`src/rtl/external_bus_interface_if.sv`:
```
`default_nettype none
// ============================================================================
// Module      : external_bus_interface_if
// Description : External memory bus between the bus-cycle sequencer (master)
//               and the memory subsystem (slave): address, write data,
//               request/write-enable and the read-data/ready return path.
// Revision    : 1.0 - initial release
// ============================================================================
interface external_bus_interface_if;
  logic [15:0] mem_addr;
  logic [7:0]  mem_wdata;
  logic        mem_req;
  logic        mem_we;
  logic [7:0]  mem_rdata;
  logic        mem_ready;

  modport master (
    output mem_addr,
    output mem_wdata,
    output mem_req,
    output mem_we,
    input  mem_rdata,
    input  mem_ready
  );

  modport slave (
    input  mem_addr,
    input  mem_wdata,
    input  mem_req,
    input  mem_we,
    output mem_rdata,
    output mem_ready
  );
endinterface
`default_nettype wire

```
`src/rtl/external_bus_interface.sv`:
```
`default_nettype none
// ============================================================================
// Module      : external_bus_interface
// Description : Bus-cycle sequencer between the CPU core dataflow and external
//               memory. Latches ABH/ABL, DOR and direction, runs a req/ready
//               handshake, honours RDY for reads, captures read data into a
//               stable input latch and stalls the core until retirement.
// Options     : BUS_TIMEOUT_EN - abort an access after TIMEOUT_CYCLES ACCESS
//               cycles without mem_ready (read data forced to 8'hFF).
// Revision    : 1.0 - initial release
// ============================================================================
module external_bus_interface #(
  parameter int TIMEOUT_CYCLES = 16
) (
  input  wire logic                   clk,
  input  wire logic                   nrst,
  input  wire logic [7:0]             cpu_addr_low,
  input  wire logic [7:0]             cpu_addr_high,
  input  wire logic [7:0]             cpu_data_out,
  input  wire logic                   cpu_write,
  input  wire logic                   cpu_cycle_valid,
  input  wire logic                   rdy,
  output logic [7:0]                  cpu_data_in,
  output logic                        core_stall,
  output logic                        cycle_done,
  output logic                        bus_error,
  external_bus_interface_if.master    bus
);

  typedef enum logic [0:0] {
    ST_IDLE   = 1'b0,
    ST_ACCESS = 1'b1
  } state_t;

  state_t      r_state;
  logic [15:0] r_mem_addr;
  logic [7:0]  r_mem_wdata;
  logic        r_mem_req;
  logic        r_mem_we;
  logic [7:0]  r_cpu_data_in;
  logic        r_cycle_done;
  logic        w_accept;

`ifdef BUS_TIMEOUT_EN
  localparam logic [7:0] c_TIMEOUT_LAST = 8'(TIMEOUT_CYCLES - 1);
  logic [7:0] r_timeout_cnt;
  logic       r_bus_error;
`else
  // Parameter only matters when the timeout option is built in.
  logic [7:0] w_unused_timeout;
  assign w_unused_timeout = 8'(TIMEOUT_CYCLES);
`endif

  // Writes never wait on RDY; reads are held off while RDY is low.
  assign w_accept = cpu_cycle_valid & (cpu_write | rdy);

  // Sequencer: accept in IDLE, hold the bus frozen in ACCESS until retirement.
  always_ff @(posedge clk or negedge nrst) begin
    if (!nrst) begin
      r_state       <= ST_IDLE;
      r_mem_addr    <= 16'h0000;
      r_mem_wdata   <= 8'h00;
      r_mem_req     <= 1'b0;
      r_mem_we      <= 1'b0;
      r_cpu_data_in <= 8'h00;
      r_cycle_done  <= 1'b0;
`ifdef BUS_TIMEOUT_EN
      r_timeout_cnt <= 8'd0;
      r_bus_error   <= 1'b0;
`endif
    end else begin
      r_cycle_done <= 1'b0;
`ifdef BUS_TIMEOUT_EN
      r_bus_error  <= 1'b0;
`endif
      case (r_state)
        ST_IDLE: begin
          if (w_accept) begin
            r_mem_addr    <= {cpu_addr_high, cpu_addr_low};
            r_mem_wdata   <= cpu_data_out;
            r_mem_we      <= cpu_write;
            r_mem_req     <= 1'b1;
            r_state       <= ST_ACCESS;
`ifdef BUS_TIMEOUT_EN
            r_timeout_cnt <= 8'd0;
`endif
          end
        end
        ST_ACCESS: begin
          if (bus.mem_ready) begin
            if (!r_mem_we) begin
              r_cpu_data_in <= bus.mem_rdata;
            end
            r_mem_req    <= 1'b0;
            r_cycle_done <= 1'b1;
            r_state      <= ST_IDLE;
          end
`ifdef BUS_TIMEOUT_EN
          else if (r_timeout_cnt == c_TIMEOUT_LAST) begin
            // Last allowed wait cycle expired: abort, poisoning read data.
            if (!r_mem_we) begin
              r_cpu_data_in <= 8'hFF;
            end
            r_mem_req    <= 1'b0;
            r_cycle_done <= 1'b1;
            r_bus_error  <= 1'b1;
            r_state      <= ST_IDLE;
          end else begin
            r_timeout_cnt <= r_timeout_cnt + 8'd1;
          end
`endif
        end
        default: begin
          r_state   <= ST_IDLE;
          r_mem_req <= 1'b0;
        end
      endcase
    end
  end

  // Stall covers the accept cycle and every ACCESS cycle.
  assign core_stall    = (r_state == ST_ACCESS) | ((r_state == ST_IDLE) & cpu_cycle_valid);

  assign bus.mem_addr  = r_mem_addr;
  assign bus.mem_wdata = r_mem_wdata;
  assign bus.mem_req   = r_mem_req;
  assign bus.mem_we    = r_mem_we;
  assign cpu_data_in   = r_cpu_data_in;
  assign cycle_done    = r_cycle_done;
`ifdef BUS_TIMEOUT_EN
  assign bus_error     = r_bus_error;
`else
  assign bus_error     = 1'b0;
`endif

endmodule
`default_nettype wire

```
`src/flat_wrapper.sv`:
```
// flat-port wrapper written by rule: the top's interface ports become plain ports
module external_bus_interface_flat 
#(
  parameter int TIMEOUT_CYCLES = 16
)
  (clk, nrst, cpu_addr_low, cpu_addr_high, cpu_data_out, cpu_write, cpu_cycle_valid, rdy, cpu_data_in, core_stall, cycle_done, bus_error, bus_mem_addr, bus_mem_wdata, bus_mem_req, bus_mem_we, bus_mem_rdata, bus_mem_ready);
  external_bus_interface_if bus_i ();
  input  wire logic clk;
  input  wire logic nrst;
  input  wire logic [7:0] cpu_addr_low;
  input  wire logic [7:0] cpu_addr_high;
  input  wire logic [7:0] cpu_data_out;
  input  wire logic cpu_write;
  input  wire logic cpu_cycle_valid;
  input  wire logic rdy;
  output logic [7:0] cpu_data_in;
  output logic core_stall;
  output logic cycle_done;
  output logic bus_error;
  output wire logic [$bits(bus_i.mem_addr)-1:0] bus_mem_addr;
  output wire logic [$bits(bus_i.mem_wdata)-1:0] bus_mem_wdata;
  output wire logic [$bits(bus_i.mem_req)-1:0] bus_mem_req;
  output wire logic [$bits(bus_i.mem_we)-1:0] bus_mem_we;
  input wire logic [$bits(bus_i.mem_rdata)-1:0] bus_mem_rdata;
  input wire logic [$bits(bus_i.mem_ready)-1:0] bus_mem_ready;
  assign bus_mem_addr = bus_i.mem_addr;
  assign bus_mem_wdata = bus_i.mem_wdata;
  assign bus_mem_req = bus_i.mem_req;
  assign bus_mem_we = bus_i.mem_we;
  assign bus_i.mem_rdata = bus_mem_rdata;
  assign bus_i.mem_ready = bus_mem_ready;
  external_bus_interface #(.TIMEOUT_CYCLES(TIMEOUT_CYCLES)) u_core (.clk(clk), .nrst(nrst), .cpu_addr_low(cpu_addr_low), .cpu_addr_high(cpu_addr_high), .cpu_data_out(cpu_data_out), .cpu_write(cpu_write), .cpu_cycle_valid(cpu_cycle_valid), .rdy(rdy), .cpu_data_in(cpu_data_in), .core_stall(core_stall), .cycle_done(cycle_done), .bus_error(bus_error), .bus(bus_i));
endmodule
```
`config.mk`:
```
export PLATFORM = sky130hd
export DESIGN_NAME = external_bus_interface_flat
export DESIGN_NICKNAME = d
export VERILOG_FILES = /design/src/rtl/external_bus_interface_if.sv /design/src/rtl/external_bus_interface.sv /design/src/flat_wrapper.sv
export SDC_FILE = /design/constraint.sdc
export NUM_CORES = 1
export LEC_CHECK = 0
export CORE_ASPECT_RATIO = 1.5
export CORE_MARGIN = 8
export CORE_UTILIZATION = 35
export CTS_CLUSTER_DIAMETER = 150
export DETAILED_ROUTE_END_ITERATION = 8
export PLACE_DENSITY = 0.77
export SLEW_MARGIN = 5
export SYNTH_ARGS = -nofsm -noshare
export SYNTH_HDL_FRONTEND = slang
export SYNTH_SLANG_ARGS = --single-unit
```
`constraint.sdc`:
```
create_clock -name clk -period 1.82 [get_ports clk]
set_input_delay 0.364 -clock clk [delete_from_list [all_inputs] [get_ports clk]]
set_output_delay 0.364 -clock clk [all_outputs]
set_load 0.05 [all_outputs]
```
==> metrics.yaml, run 1 <==
outcome:
  status: "complete, no violations"
sta:
  fin_skew_ns: 0.00240
  period_minus_slack_ns: 1.65
  worst_slack_ns: 0.168
  hold_viol_final: 0
  clock.fmax_ghz: 0.605
  setup-violations-final: 0
  final.period_utilization: 0.908
  report.final.slew_viol_count: 0
  tns_ns: 0
  rsz0062_at_grt: "no"
worst_setup_path:
  critPathRequiredTime_ns: 1.46
  crit_arrival_ns: 1.29
  critPathKind: "in2out"
  crit-reg2reg-launch: "u_core.r_state$_DFF_PN0_"
  slowest_delay_ns: 0.45
  cp_max_fo: 3
  cp_slowest_cell: "clkdlybuf4s50_1"
  crit_path_end_kind: "output port"
  r2r_slack_ns: 0.43
  crit_chain: "clkdlybuf4s50_1, or2_2, buf_4"
  timing.rr.end: "u_core.cpu_data_in[2]$_DFFE_PN0P_"
  startpoint_type: "input pin"
  r2r_cells: 3
clocking:
  root_buffer: "clkbuf_8"
  clock_sinks: 36
  post-cts-setup-buffers: 0
  cts_resized: 0
  cts_buffer_depth: 2
  clkLatencyLatePin_ns: 0.27
  path_clk_slew_ns: 0.07
  hold_buffers: 0
  cts_tree: "yes"
  cts_buffers: 5
  cts_htree_levels: 2
synthesis:
  synthAdderAreaFrac: 0
  ys_ff_latch: 36
  ys_top_cells_by_area: "dfrtp_1 65%, mux2_2 26%, buf_6 1.6%, buf_4 1.1%, or2_2 0.90%"
  synth-xor-area-share: 0
  synth_top_cell_by_area: "dfrtp_1"
  synth_area_um2: 1380
  ys_seq_area_frac: 0.652
  synthesis.nets: 122
  yosysTopAreaCellShare: 0.652
  syn_area_per_cell_um2: 16.5
  muxShareOfSynthArea: 0.268
  synth_compound_area_frac: 0.0181
  synth_warnings: 0
  ys_types: 15
  yosys.area_share.simple: 0.0326
  netlist_instances: 84
  synth_top_family_by_area: "multiplexers"
pwr:
  ir_drop_v: 0.000854
  p_leak_uw: 0.000976
  power_density_nw_per_um2: 1450
detailed_routing:
  vias: 975
  vias_per_cell: 4.69
  totalWireLength_mm: 3.53
  dr.pass1.iters: 2
  routedWlPerCell_um: 17.0
  ant_nets: 0
  drtIter0Drc: 19
  drc: 0
placed_design:
  placed_cell_area_um2: 2070
  dp_hpwl_mm: 2.93
  io_buffer_count: 73
  place_inst: 201
  place.gp.congestion: 0.752
  place_ws_ns: 0.0102
die:
  die_y_um: 93.0
  die_area_um2: 6260
  coreArea_um2: 3850
  initial_utilization: 0.359
  ios: 75
  rows: 28
  die_w_um: 67.3
global_route:
  grt_pass1_wl_mm: 5.66
  antenna_found_initial: 0
  grt_max_degree: 20
  grt_pass1_vias: 1100
  grt_usage: 0.117
  grt_overflow: 0
cells_and_area:
  syn2layout_area_growth_pct: 56.8
  fin_cells: 208
  diodes: 0
  nNetsFinal: 201
  layout_common_cells: "38 x buf_4, 36 x clkdlybuf4s50_1, 36 x dfrtp_1, 32 x mux2_2, 7 x clkbuf_8"
  post-route-util: 0.563
  drive_gt1_frac: 0.515
  final_common_cell: "buf_4"
  final_area_um2: 2170
worst_hold_path:
  hp-class: "in2async"
run:
  maxCapViolations: 0
==> registers in the layout, summed over array words and instances (netlist names) <==
signal,cells
u_core.bus.mem_addr,16
u_core.bus.mem_wdata,8
u_core.cpu_data_in,8
u_core.bus.mem_req,1
u_core.bus.mem_we,1
u_core.cycle_done,1
u_core.r_state,1
==> kinds of logic after synthesis <==
kind of cell | after synthesis
other cells | 1
simple gates | 7
flops | 36
buf+inv | 4
mux | 33
compound gates | 3
==> worst max-delay path by stage <==
| stage | slack (ns) | to | startpoint | depth (start not counted) |
|---|---|---|---|---|
| 2_1_floorplan | 0.46 | u_core.cpu_data_in[0]$_DFFE_PN0P_ | u_core.bus.mem_we$_DFFE_PN0P_ | 3 |
| 3_3_place_gp | 0.07 | u_core.bus.mem_addr[7]$_DFFE_PN0P_ | rdy | 5 |
| 3_5_place_dp | 0.01 | u_core.cpu_data_in[7]$_DFFE_PN0P_ | bus_mem_ready | 4 |
| 4_1_cts | 0.16 | core_stall | cpu_cycle_valid | 3 |
| 5_1_grt | 0.13 | core_stall | cpu_cycle_valid | 3 |
| 6_report | 0.17 | core_stall | cpu_cycle_valid | 3 |
==> synthesized netlist by cell type, drive strengths merged <==
cell,instances
conb,1
a21boi,1
mux2,32
or2,2
nand2,1
nor2,1
o21ai,1
and2b,1
buf,4
and2,1
a22o,1
dfrtp,36
nand2b,1
mux2i,1
==> critical path: cells and delay by family <==
kind,cells,cell delay [ns]
buffers and inverters,2,0.64
and+or+nand+nor,1,0.28
==> routing by layer <==
layer	global-route usage	wire length, µm	vias up	share of wire
met5	0	0	-	0
met3	0.0539	362	6	0.10
met4	0.0490	68	0	0.019
met1	0.124	1270	470	0.36
met2	0.195	1830	56	0.52
li1	-	-	443	-
==> layout make-up <==
class / instances / area, µm²
flip-flops and latches: 36 / 901
clock buffers: 7 / 96.3
well taps: 45 / 56.3
multi-input cells: 44 / 444
fillers: 337 / 1690
repair buffers: 76 / 671
==> report_power, final <==
| part | switching (µW) | internal, µW |
|---|---|---|
| combinational | 943 | 506 |
| sequential | 108 | 1000 |
| clock | 252 | 337 |
==> stage by stage <==
stage          total power (µW)  hold WS, ns
2_1_floorplan              2080       0.0684
3_3_place_gp               2560        0.326
3_5_place_dp               2600        0.339
4_1_cts                    3200       0.0376
5_1_grt                    3310       0.0527
6_report                   3150       0.0255
Power figures use the tool's default switching activity.
==> run 2, diff against run 1 <==
--- a/config.mk
+++ b/config.mk
@@ -6,5 +6,5 @@
 export NUM_CORES = 1
 export LEC_CHECK = 0
-export CORE_ASPECT_RATIO = 1.5
+export CORE_ASPECT_RATIO = 2
 export CORE_MARGIN = 8
 export CORE_UTILIZATION = 35
==> constraint.sdc (replaced) <==
create_clock -name clk -period 1.82 [get_ports clk]
set_input_delay 0.182 -clock clk [delete_from_list [all_inputs] [get_ports clk]]
set_output_delay 0.182 -clock clk [all_outputs]
set_load 0.05 [all_outputs]
==> metrics.yaml, run 2 (synthesis results as in run 1) <==
pwr:
  power_density_nw_per_um2: 1540  # +6.2%
  p_total_uw: 3590  # +14%
  switchingPower_uw: 1320  # +1.5%
  p_leak_uw: 0.000969  # -0.69%
  ir_drop_v: 0.000757  # -11%
  seq_power_share: 0.307  # -0.046
  p_clk_frac: 0.268  # +0.081
  p_int_uw: 2270  # +23%
  p_sw_frac: 0.368  # -0.0455
  power_frac_comb: 0.425  # -0.035
worst_setup_path:
  cp_slowest_cell: "clkdlybuf4s50_1"
  crit_path_end_kind: "output port"
  critPathRequiredTime_ns: 1.64  # +0.18 ns
  r2r_slack_ns: 0.43  # about the same
  crit_arrival_ns: 1.47  # +0.18 ns
  crit-reg2reg-launch: "u_core.r_state$_DFF_PN0_"
  timing.rr.end: "u_core.cpu_data_in[0]$_DFFE_PN0P_"
  r2r_cells: 3  # unchanged
  cp_top_family: "buffers and inverters"
  crit_chain: "clkdlybuf4s50_1"
  critPathKind: "reg2out"
  crit_buf_inv: 1  # -1
  startpoint_type: "flip-flop"
  slowest_delay_ns: 0.82  # +0.37 ns
  cp_max_fo: 3  # unchanged
detailed_routing:
  wl_met3_um: 261  # -28%
  dr_wl_met2_mm: 1.94  # +6.0%
  top_layer: "met4"
  routedWlPerCell_um: 16.1  # -4.9%
  drtIter0Drc: 14  # -5
  drt-met1-wl_mm: 1.22  # -3.8%
  ant_nets: 0  # unchanged
  vias: 947  # -2.9%
  totalWireLength_mm: 3.47  # -1.7%
  drc: 0  # unchanged
  vias_per_cell: 4.40  # -6.0%
  dr.pass1.iters: 3  # +1
die:
  ios: 75  # unchanged
  initial_utilization: 0.360  # +0.000934
  rows: 32  # +14%
  die_w_um: 60.4  # -10%
  die_area_um2: 6340  # +1.3%
  coreArea_um2: 3840  # -0.26%
  die_y_um: 105  # +13%
worst_hold_path:
  min_path_cells: 2
  hp-class: "in2reg"
  hold_path_end: "u_core.bus.mem_addr[10]$_DFFE_PN0P_"
  hold_path_startpoint: "cpu_addr_high[2]"
global_route:
  grt_pass1_vias: 1104  # +0.36%
  grt_pass1_wl_mm: 5.53  # -2.3%
  antenna_found_initial: 0  # unchanged
  grt_usage: 0.117  # -0.000519
  grt_overflow: 0  # unchanged
  grt_max_degree: 37  # +85%
clocking:
  cts_buffer_depth: 2  # unchanged
  hold_buffers: 1  # +1
  clock_sinks: 36  # unchanged
  clkLatencyLatePin_ns: 0.28  # about the same
  path_clk_slew_ns: 0.07  # about the same
  cts_htree_levels: 2  # unchanged
  cts_buffers: 5  # unchanged
  root_buffer: "clkbuf_8"
  cts_tree: "yes"
  cts_resized: 0  # unchanged
  post-cts-setup-buffers: 0  # unchanged
run:
  maxCapViolations: 0  # unchanged
cells_and_area:
  final_area_um2: 2330  # +7.4%
  largest_reg_flops: 16  # unchanged
  multi_input_area_um2: 444  # unchanged
  layout_common_cells: "71 x clkdlybuf4s50_1, 36 x dfrtp_1, 32 x mux2_2, 5 x clkbuf_8, 3 x bufinv_16"
  fillers: 338  # +0.30%
  diodes: 0  # unchanged
  syn2layout_area_growth_pct: 68.4
  regArea_um2: 901  # unchanged
  final_common_cell: "clkdlybuf4s50_1"
  drive_gt1_frac: 0.299  # -0.217
  nNetsFinal: 201  # unchanged
placed_design:
  io_buffer_count: 73  # unchanged
  place.gp.congestion: 0.735  # -2.4%
  placed_cell_area_um2: 2160  # +4.2%
  dp_hpwl_mm: 2.80  # -4.2%
sta:
  rsz0062_at_grt: "no"
  clock.fmax_ghz: 0.604  # -0.14%
  period_minus_slack_ns: 1.65  # +0.00224 ns
  fin_skew_ns: 0.00514  # +0.00274 ns
  whs_ns: 0.504  # +0.479 ns
  tns_ns: 0  # unchanged
  hold_viol_final: 0  # unchanged
  relSlewSlack: 0.477
  report.final.slew_viol_count: 0  # unchanged
  worstMarginPinSlew_ns: 0.785
  setup-violations-final: 0  # unchanged
  final.period_utilization: 0.909  # +0.00123
outcome:
  status: "complete, no violations"
## run 2: cell types whose count changed in the layout (fill, tap and decap cells not counted), sizes merged
cell           delta
dlygate4sd3       +1
clkbuf            -2
bufinv            +3
clkdlybuf4s50    +35
buf              -36
## run 2: layout make-up
type,instances,area share
clock buffer,5,0.0296
clock inverter,3,0.0387
multi-input combinational,44,0.191
sequential,36,0.387
tap,51,0.0274
timing repair buffer,76,0.327
## run 2: power by group through the flow
| stage | logic (µW) | registers, µW | clock network [µW] |
|---|---|---|---|
| 2_1_floorplan | 243 | 1840 | 0 |
| 3_3_place_gp | 1520 | 1110 | 0 |
| 3_5_place_dp | 1540 | 1120 | 0 |
| 4_1_cts | 1550 | 1110 | 990 |
| 5_1_grt | 1580 | 1130 | 1020 |
| 6_report | 1530 | 1100 | 963 |
## run 2: worst max-delay path by stage
| stage | from | endpoint | cells after the start | slack (ns) |
|---|---|---|---|---|
| 6_report | u_core.bus.mem_we$_DFFE_PN0P_ | bus_mem_we | 1 | 0.17 |
| 2_1_floorplan | u_core.bus.mem_we$_DFFE_PN0P_ | u_core.cpu_data_in[0]$_DFFE_PN0P_ | 3 | 0.46 |
| 4_1_cts | u_core.bus.mem_we$_DFFE_PN0P_ | bus_mem_we | 1 | 0.15 |
| 5_1_grt | u_core.bus.mem_we$_DFFE_PN0P_ | bus_mem_we | 1 | 0.12 |
| 3_5_place_dp | rdy | u_core.bus.mem_addr[5]$_DFFE_PN0P_ | 5 | 0.20 |
| 3_3_place_gp | bus_mem_ready | u_core.cpu_data_in[5]$_DFFE_PN0P_ | 4 | 0.25 |
## run 2: metal layers
| metal | GRT usage | vias up |
|---|---|---|
| met5 | 0 | - |
| met4 | 0.0555 | 0 |
| met3 | 0.0430 | 5 |
| met2 | 0.209 | 45 |
| met1 | 0.109 | 454 |
| li1 | - | 443 |
## run 2: stage by stage
step	instances	utilization	setup slack, ns
6_report	215	0.606	0.165
5_1_grt	215	0.606	0.115
4_1_cts	215	0.606	0.149
3_5_place_dp	206	0.562	0.202
3_3_place_gp	206	0.562	0.247
2_1_floorplan	84	-	0.460
==> run 3, diff against run 2 <==
CTS_BUF_LIST = sky130_fd_sc_hd__clkbuf_8   (was not set)
RECOVER_POWER = 50   (was not set)
==> metrics.yaml, run 3 (synthesis results as in run 1) <==
clocking:
  cts_tree: "yes"
  cts_buffer_depth: 2  # unchanged
  clkLatencyLatePin_ns: 0.28  # about the same
  clock_sinks: 36  # unchanged
  cts_buffers: 5  # unchanged
  hold_buffers: 1  # unchanged
  root_buffer: "clkbuf_8"
  cts_resized: 0  # unchanged
  path_clk_slew_ns: 0.07  # about the same
  cts_htree_levels: 2  # unchanged
  post-cts-setup-buffers: 0  # unchanged
global_route:
  grt.met3_usage: 0.0430  # unchanged
  grt_max_degree: 37  # unchanged
  grt_util_met1: 0.109  # unchanged
  grt_usage: 0.117  # unchanged
  antenna_found_initial: 0  # unchanged
  grt_pass1_wl_mm: 5.53  # unchanged
  grt_overflow: 0  # unchanged
  grt_pass1_vias: 1104  # unchanged
  grt_use_met2: 0.209  # unchanged
  busiest_layer: "met2"
worst_setup_path:
  r2r_slack_ns: 0.39  # -0.04 ns
  slowest_delay_ns: 0.82  # about the same
  startpoint_type: "flip-flop"
  critPathLaunch: "u_core.bus.mem_we$_DFFE_PN0P_"
  cp_max_fo: 3  # unchanged
  crit_buf_inv: 1  # unchanged
  crit_chain: "clkdlybuf4s50_1"
  cp_top_family: "buffers and inverters"
  r2r_cells: 3  # unchanged
  crit_path_end_kind: "output port"
  crit-reg2reg-launch: "u_core.r_state$_DFF_PN0_"
  timing.rr.end: "u_core.bus.mem_addr[15]$_DFFE_PN0P_"
  cp_slowest_cell: "clkdlybuf4s50_1"
  critPathRequiredTime_ns: 1.64  # about the same
  crit_arrival_ns: 1.47  # about the same
  cp_num_cells: 1  # unchanged
  critPathKind: "reg2out"
  critPathCapture: "bus_mem_we"
die:
  die_w_um: 60.4  # unchanged
  coreArea_um2: 3840  # unchanged
  die_area_um2: 6340  # unchanged
  ios: 75  # unchanged
  die_y_um: 105  # unchanged
  rows: 32  # unchanged
  initial_utilization: 0.360  # unchanged
placed_design:
  placed_cell_area_um2: 2160  # unchanged
  place.gp.congestion: 0.735  # unchanged
  io_buffer_count: 73  # unchanged
  dp_hpwl_mm: 2.80  # unchanged
  place_inst: 206  # unchanged
detailed_routing:
  ant_nets: 0  # unchanged
  routedWlPerCell_um: 16.1  # -0.23%
  vias: 949  # +0.21%
  totalWireLength_mm: 3.46  # -0.23%
  dr.pass1.iters: 3  # unchanged
  vias_per_cell: 4.41  # +0.21%
  drc: 0  # unchanged
  drtIter0Drc: 13  # -1
sta:
  tns_ns: 0  # unchanged
  final.period_utilization: 0.909  # about the same
  report.final.slew_viol_count: 0  # unchanged
  worstMarginPinSlew_ns: 0.874  # +0.0888 ns
  rsz0062_at_grt: "no"
  clock.fmax_ghz: 0.605  # about the same
  setup-violations-final: 0  # unchanged
  fin_skew_ns: 0.00466  # -0.000478 ns
  relSlewSlack: 0.417  # -0.0592
  hold_viol_final: 0  # unchanged
  period_minus_slack_ns: 1.65  # -0.00114 ns
  whs_ns: 0.504  # +0.0000540 ns
pwr:
  p_sw_frac: 0.368  # about the same
  p_leak_uw: 0.000962  # -0.73%
  p_clk_frac: 0.269  # about the same
  power_density_nw_per_um2: 1550  # +0.37%
  ir_drop_v: 0.000757  # about the same
  seq_power_share: 0.308  # about the same
  p_int_uw: 2270  # -0.20%
  power_frac_comb: 0.424  # about the same
  switchingPower_uw: 1320  # -0.11%
cells_and_area:
  drive_gt1_frac: 0.274  # -0.0244
  diodes: 0  # unchanged
  final_common_cell: "clkdlybuf4s50_1"
  fillers: 343  # +1.5%
  layout_common_cells: "70 x clkdlybuf4s50_1, 36 x dfrtp_1, 32 x mux2_2, 5 x clkbuf_8, 3 x bufinv_16"
  final_area_um2: 2320  # -0.54%
  syn2layout_area_growth_pct: 67.5
  post-route-util: 0.603  # -0.00326
  fin_cells: 215  # unchanged
  nNetsFinal: 201  # unchanged
  largest_reg_flops: 16  # unchanged
outcome:
  status: "complete, no violations"
worst_hold_path:
  hp-class: "in2reg"
run:
  maxCapViolations: 0  # unchanged
run 3: changes by cell type in the layout (fill, tap and decap cells not counted), sizes merged:
cell,previous run,this run
buf,4,2
dlygate4sd3,1,2
clkdlybuf4s50,71,70
clkbuf,5,7
run 3: layout make-up:
type                       count  area [µm²]  area share
clock inverter                 3        90.1      0.0389
sequential                    36         901       0.389
multi-input combinational     44         435       0.188
timing repair buffer          76         757       0.327
clock buffer                   5        68.8      0.0297
tap                           51        63.8      0.0276
run 3: how the worst min path moves through the flow:
stage / from / end / depth (start not counted)
floorplan: nrst / u_core.bus.mem_addr[0]$_DFFE_PN0P_ / 0
global placement: nrst / u_core.bus.mem_we$_DFFE_PN0P_ / 1
detailed placement: nrst / u_core.bus.mem_we$_DFFE_PN0P_ / 1
CTS: bus_mem_rdata[1] / u_core.cpu_data_in[1]$_DFFE_PN0P_ / 2
global route: bus_mem_rdata[1] / u_core.cpu_data_in[1]$_DFFE_PN0P_ / 2
finish: cpu_addr_high[2] / u_core.bus.mem_addr[10]$_DFFE_PN0P_ / 2
run 3: power by group through the flow:
stage | registers, µW | logic (µW) | clock network [µW]
3_5_place_dp | 1120 | 1540 | 0
2_1_floorplan | 1840 | 243 | 0
6_report | 1100 | 1520 | 964
3_3_place_gp | 1110 | 1520 | 0
5_1_grt | 1130 | 1570 | 1020
4_1_cts | 1110 | 1550 | 990
run 3: per-stage QoR:
step           power [µW]  setup WS (ns)
2_1_floorplan        2080          0.460
3_3_place_gp         2630          0.247
3_5_place_dp         2670          0.202
4_1_cts              3640          0.149
5_1_grt              3730          0.115
6_report             3590          0.166
run 3: layer usage:
layer	part of all wire	up-vias	wire (µm)
met4	0.014	0	47
met3	0.075	5	261
met5	0	-	0
met2	0.56	45	1940
li1	-	444	-
met1	0.35	455	1210
